**config.mk**
```make
export PLATFORM = sky130hd
export DESIGN_NAME = neopixel_tx
export DESIGN_NICKNAME = d
export VERILOG_FILES = /design/src/rtl/neopixel_pkg.sv /design/src/rtl/neopixel_bit_timer.sv /design/src/rtl/reg_lib.sv /design/src/rtl/neopixel_tx.sv
export SDC_FILE = /design/constraint.sdc
export NUM_CORES = 1
export LEC_CHECK = 0
export BUFFER_PORTS_ARGS = -buffer_cell sky130_fd_sc_hd__buf_2
export CAP_MARGIN = 20
export CORE_UTILIZATION = 60
export CTS_CLUSTER_DIAMETER = 120
export DETAILED_ROUTE_END_ITERATION = 12
export GPL_TIMING_DRIVEN = 0
export PLACE_DENSITY = 0.93
export SETUP_SLACK_MARGIN = 0.3
export SLEW_MARGIN = 20
export SYNTH_ARGS = -nofsm -noshare
export SYNTH_HDL_FRONTEND = slang
export SYNTH_SLANG_ARGS = --single-unit
```
**constraint.sdc**
```tcl
create_clock -name clock -period 4.07 [get_ports clock]
set_input_delay 0 -clock clock [delete_from_list [all_inputs] [get_ports clock]]
set_output_delay 0 -clock clock [all_outputs]
set_load 0.1 [all_outputs]
```
**src/rtl/neopixel_pkg.sv**
```systemverilog
// neopixel_pkg
//   Shared definitions for the NeoPixel transmitter: the controller state
//   encoding, the pixel word width and the default bit/latch timing (in clock
//   cycles at 50 MHz).
package neopixel_pkg;

  typedef enum logic [1:0] {
    IDLE  = 2'd0,
    HIGH  = 2'd1,
    LOW   = 2'd2,
    LATCH = 2'd3
  } tx_state_t;

  localparam int PIXEL_WIDTH = 24;

  localparam int DEF_T0H    = 20;    // 0.4 us high time for a 0 bit
  localparam int DEF_T1H    = 40;    // 0.8 us high time for a 1 bit
  localparam int DEF_TBIT   = 63;    // 1.26 us full bit period
  localparam int DEF_TLATCH = 2600;  // 52 us low time that latches the LEDs

endpackage

```
**src/rtl/neopixel_bit_timer.sv**
```systemverilog
// bit_timer
//   Down-counting phase timer shared by every phase of the transmitter.
//   A phase of N cycles is started by loading N; done is high during the last
//   cycle of the phase (count == 1), which is when the controller decides the
//   next phase and reloads.
//   Ports:
//     clock    - rising-edge clock
//     reset_L  - asynchronous active-low reset, count forced to 0
//     load     - load load_val (has priority over en)
//     en       - count down by one (holds at 0)
//     load_val - phase length in cycles
//     done     - current cycle is the last of the phase
module bit_timer #(
  parameter int W = 12
) (
  input  logic         clock,
  input  logic         reset_L,
  input  logic         load,
  input  logic         en,
  input  logic [W-1:0] load_val,
  output logic         done
);

  logic [W-1:0] cnt_q, cnt_d;

  always_comb begin
    cnt_d = cnt_q;
    if (load)                  cnt_d = load_val;
    else if (en && cnt_q != '0) cnt_d = cnt_q - {{(W-1){1'b0}}, 1'b1};
  end

  always_ff @(posedge clock or negedge reset_L) begin
    if (!reset_L) cnt_q <= '0;
    else          cnt_q <= cnt_d;
  end

  assign done = (cnt_q == {{(W-1){1'b0}}, 1'b1});

endmodule

```
**src/rtl/reg_lib.sv**
```systemverilog
// lib_reg
//   Generic enabled register from the shared register library.
//   Ports:
//     clock    - rising-edge clock
//     reset_L  - asynchronous active-low reset, clears q
//     clear    - synchronous clear (has priority over en)
//     en       - load enable
//     d        - next value
//     q        - registered value
module lib_reg #(
  parameter int W = 8
) (
  input  logic         clock,
  input  logic         reset_L,
  input  logic         clear,
  input  logic         en,
  input  logic [W-1:0] d,
  output logic [W-1:0] q
);

  always_ff @(posedge clock or negedge reset_L) begin
    if (!reset_L)   q <= '0;
    else if (clear) q <= '0;
    else if (en)    q <= d;
  end

endmodule

```
**src/rtl/neopixel_tx.sv**
```systemverilog
// neopixel_tx
//   Serialises 24-bit GRB pixel words onto a single NeoPixel data line, MSB
//   first. Each bit is a fixed TBIT-cycle period: high for T1H (1) or T0H (0)
//   cycles, then low for the rest. A pixel flagged last is followed by TLATCH
//   low cycles. A new pixel may be accepted in the final cycle of a non-last
//   pixel so back-to-back pixels stream with no gap.
//   Ports:
//     clock       - rising-edge clock
//     reset_L     - asynchronous active-low reset, aborts any transfer
//     pixel_data  - GRB word, G[7] in bit 23
//     pixel_last  - pixel_data is the final pixel of a frame
//     pixel_valid - pixel_data/pixel_last are valid
//     pixel_ready - a pixel is accepted this cycle when valid
//     serial_out  - NeoPixel data line (registered)
//     busy        - controller is not idle
module neopixel_tx
  import neopixel_pkg::*;
#(
  parameter int T0H    = DEF_T0H,
  parameter int T1H    = DEF_T1H,
  parameter int TBIT   = DEF_TBIT,
  parameter int TLATCH = DEF_TLATCH
) (
  input  logic                   clock,
  input  logic                   reset_L,
  input  logic [PIXEL_WIDTH-1:0] pixel_data,
  input  logic                   pixel_last,
  input  logic                   pixel_valid,
  output logic                   pixel_ready,
  output logic                   serial_out,
  output logic                   busy
);

  localparam int CW = $clog2(((TBIT > TLATCH) ? TBIT : TLATCH) + 1);

  tx_state_t              state_q, state_d;
  logic [4:0]             idx_q, idx_d;
  logic                   last_q, last_d;
  logic                   serial_q;
  logic [PIXEL_WIDTH-1:0] shreg_q, shreg_d;
  logic                   shreg_en;
  logic                   tmr_load, tmr_done;
  logic [CW-1:0]          tmr_val;
  logic                   xfer;

  function automatic logic [CW-1:0] high_len(input logic b);
    return b ? CW'(T1H) : CW'(T0H);
  endfunction

  function automatic logic [CW-1:0] low_len(input logic b);
    return b ? CW'(TBIT - T1H) : CW'(TBIT - T0H);
  endfunction

  bit_timer #(.W(CW)) u_timer (
    .clock    (clock),
    .reset_L  (reset_L),
    .load     (tmr_load),
    .en       (busy),
    .load_val (tmr_val),
    .done     (tmr_done)
  );

  lib_reg #(.W(PIXEL_WIDTH)) u_shreg (
    .clock   (clock),
    .reset_L (reset_L),
    .clear   (1'b0),
    .en      (shreg_en),
    .d       (shreg_d),
    .q       (shreg_q)
  );

  always_comb begin
    // Ready in IDLE, and in the very last cycle of a non-last pixel so the
    // next pixel's first bit follows without a gap.
    pixel_ready = (state_q == IDLE) ||
                  ((state_q == LOW) && tmr_done && (idx_q == 5'd0) && !last_q);
    xfer        = pixel_valid && pixel_ready;

    state_d  = state_q;
    idx_d    = idx_q;
    last_d   = last_q;
    shreg_d  = shreg_q << 1;
    shreg_en = 1'b0;
    tmr_load = 1'b0;
    tmr_val  = '0;

    if (xfer) begin
      shreg_d  = pixel_data;
      shreg_en = 1'b1;
      last_d   = pixel_last;
      idx_d    = 5'd23;
      state_d  = HIGH;
      tmr_load = 1'b1;
      tmr_val  = high_len(pixel_data[PIXEL_WIDTH-1]);
    end else begin
      case (state_q)
        HIGH: begin
          if (tmr_done) begin
            state_d  = LOW;
            tmr_load = 1'b1;
            tmr_val  = low_len(shreg_q[PIXEL_WIDTH-1]);
          end
        end
        LOW: begin
          if (tmr_done) begin
            if (idx_q != 5'd0) begin
              // Next bit is one position down; it becomes the MSB after the shift.
              shreg_en = 1'b1;
              idx_d    = idx_q - 5'd1;
              state_d  = HIGH;
              tmr_load = 1'b1;
              tmr_val  = high_len(shreg_q[PIXEL_WIDTH-2]);
            end else if (last_q) begin
              state_d  = LATCH;
              tmr_load = 1'b1;
              tmr_val  = CW'(TLATCH);
            end else begin
              state_d  = IDLE;
            end
          end
        end
        LATCH: begin
          if (tmr_done) state_d = IDLE;
        end
        default: ;
      endcase
    end
  end

  always_ff @(posedge clock or negedge reset_L) begin
    if (!reset_L) begin
      state_q  <= IDLE;
      idx_q    <= 5'd23;
      last_q   <= 1'b0;
      serial_q <= 1'b0;
    end else begin
      state_q  <= state_d;
      idx_q    <= idx_d;
      last_q   <= last_d;
      serial_q <= (state_d == HIGH);
    end
  end

  assign serial_out = serial_q;
  assign busy       = (state_q != IDLE);

endmodule

```
==> summary.txt <==
Core Region: 4090 sq um
Final period util: 69.0%
Cell Pwr Density: 261 nW/um^2
Final Hold Fails: 0
Post-CTS setup buffer count: 0
CTS tree: yes
Number of global-route vias before repair: 2163
Die ar.: 4600 sq um
Layout Skew: 0.0239 ns
Final Util: 77.9%
Per-cell routed wire length: 17.2 um
Final Critical Period: 2.81 ns
CTS clk-pin slew, worst paths: 0.10 ns
Final max-slew violation count: 0
Syn nets: 316
Diodes inserted: 0
Worst-Margin Slew: 0.788 ns
Ys Warns: 0
Final wirelength: 6.74 mm
CP Launch Type: flop
Number of vias in the routed layout: 2421
Area post-placement: 2810 sq um
VDD IR-drop max: 0.000198 V
Die Wd: 67.8 um
TritonRoute pass-1 iters: 5
Peak Freq: 356 MHz
Overflow after GRT: 0
Top_reg_cell synth: dfrtp_1
Final Setup Violations: 0
Std-Cell Rows: 23
Layout area overhead: 22.4%
Worst R2R Path Depth: 8
CP Capture Type: output port
Hold worst-path end: u_shreg.q[23]
Max cap viols: 0
Gr usage total: 30.7%
First-pass GRT wire length: 10.3 mm
Clk buf depth: 2
Crit path DAT: 2.81 ns
Hold-critical path depth: 3
Min-delay src: pixel_data[23]
Unrepaired setup endpoints after global routing: no
Seq/Total Area, Yosys: 43.5%
H-tree levels: 2
Die Span Y: 67.8 um
Placer congestion estimate: 0.890
PortBufs: 30
Syn Std Cell Area: 2600 sq um
Post-DRT Antenna Nets: 0
Clock latency on the worst-skew pair: 0.31 ns
Distinct cells, synth: 50
Reg2reg setup slack: 1.34 ns
Slew HR: 47.0%
Initial core utilization: 63.7%
Outcome: finished, final reports clean
Via/cell ratio: 6.18
Ys async rst share: 100%
Initial antenna violation count: 0
Clk sink count: 45
Crit Path Class: flop to output port
Reg2reg end: u_timer.cnt_q[2]
EDFF count, synth: 0
Layout fillers: 256
Worst Hold Class: input port to flop
Share of cells above drive strength 1: 17.0%
DRC viols: 0
Synth Area per Inst: 9.32 sq um
Final cell area excluding filler cells: 3180 sq um
Flops & latches, synth: 45
# IOs: 31
Largest net degree at the start of global routing: 46
Req. time, crit path: 4.07 ns
DR iter-0 viols: 232
Syn Inst Count: 279
Leakage: 1.43 nW
CP max FO: 9
RR Startpoint: idx_q[0]
Setup TNS: 0 ns
# nets final: 378
Post-detail-place hpwl: 3.95 mm
Clock root cell: clkbuf_8
Num CTS Buffers: 5
worst max path at each step:
stage / cells past startpoint / start / slack, ns / to
floorplan: 3 / u_timer.cnt_q[9] / 0.59 / pixel_ready
global placement: 8 / idx_q[0] / 1.58 / u_timer.cnt_q[2]
detailed placement: 8 / idx_q[0] / 1.54 / u_timer.cnt_q[4]
CTS: 4 / u_timer.cnt_q[8] / 1.43 / pixel_ready
global route: 4 / u_timer.cnt_q[8] / 1.09 / pixel_ready
finish: 4 / u_timer.cnt_q[5] / 1.26 / pixel_ready
cell usage in the layout (no fill, tap or decap), types with 3 or more instances in the layout:
cell / count
a2111oi_0: 4
a211oi_1: 5
a21oi_1: 7
buf_2: 33
buf_4: 5
clkbuf_1: 9
clkbuf_8: 5
dfrtp_1: 41
dfstp_2: 4
dlygate4sd3_1: 25
ha_1: 9
inv_1: 11
mux2i_1: 22
nand2_1: 37
nand3_1: 12
nand4_1: 5
nor2_1: 16
nor3_1: 12
nor3b_1: 3
o211ai_1: 3
o21ai_0: 24
o21ai_1: 3
xnor2_1: 5
xor2_1: 4
power breakdown:
group          switching (mW)  total (mW)  internal [mW]
Sequential                  0       0.447          0.447
Combinational          0.0177      0.0430         0.0253
Clock                   0.157       0.341          0.184
Total                   0.174       0.831          0.657
timing repair:
item,CTS,global route
hold buffers,25,0
hold endpoints to repair,65,0
gates resized for setup,0,0
cell families after synthesis:
logic type,synth area share [%]
DFF,43.5
buffers and inverters,5.10
xor gates and xnor gates,3.03
muxes,8.47
AOI/OAI and AO/OA,15.2
adders and majority gates,4.33
and+or+nand+nor,20.3
stage by stage:
stage	hold WS, ns	power [mW]	cells	setup WS (ns)
after floorplan	-0.296	0.456	279	0.594
after global placement	0.197	0.478	359	1.58
after detailed placement	0.208	0.478	359	1.54
after CTS	0.0482	0.830	392	1.43
after global routing	0.0709	0.854	392	1.09
final	0.0859	0.831	392	1.26
worst max-delay path: stages, from the launching register on:
cell,delay [ns]
dfrtp_1,0.47
nor4_1,0.69
nand4_1,0.44
o31ai_1,0.40
buf_2,0.49
cell type report:
type                       count  area (sq um)  area share, %
buffer                        17          91.3           2.87
sequential                    45          1130           35.5
inverter                      11          41.3           1.30
tap                           50          62.6           1.96
clock buffer                   6          72.6           2.28
multi-input combinational    206          1340           42.2
timing repair buffer          55           403           12.7
clock inverter                 2          38.8           1.22
flip-flops by register name, summed over array words and instances (netlist names):
name	flops
idx_q	5
u_shreg.q	24
state_q	2
last_q	1
u_timer.cnt_q	12
serial_out	1
synth_stat cells (all sizes together), types with 3 or more instances:
cell	number	area [sq um]
a21oi	7	35.0
mux2i	22	220
buf	9	61.3
nor3b	3	22.5
ha	9	113
a2111oi	5	45.0
xor2	4	35.0
dfrtp	41	1030
dfstp	4	105
nor3	12	60.1
a211oi	5	37.5
o21ai	28	151
nor2	16	60.1
nand2	37	139
nand4	5	31.3
o211ai	3	22.5
inv	11	41.3
clkbuf	8	30.0
xnor2	5	43.8
nand3	13	70.1
or3	3	23.8
per-layer routing:
layer | vias to the layer above | wire [um] | track usage [%] | part of all wire [%]
met4 | 0 | 259 | 13.8 | 3.8
li1 | 1122 | - | - | -
met5 | - | 0 | 0 | 0
met3 | 31 | 405 | 5.67 | 6.0
met2 | 120 | 3430 | 52.4 | 51
met1 | 1148 | 2640 | 37.6 | 39
No activity file was read; power rests on OpenSTA's default activity.
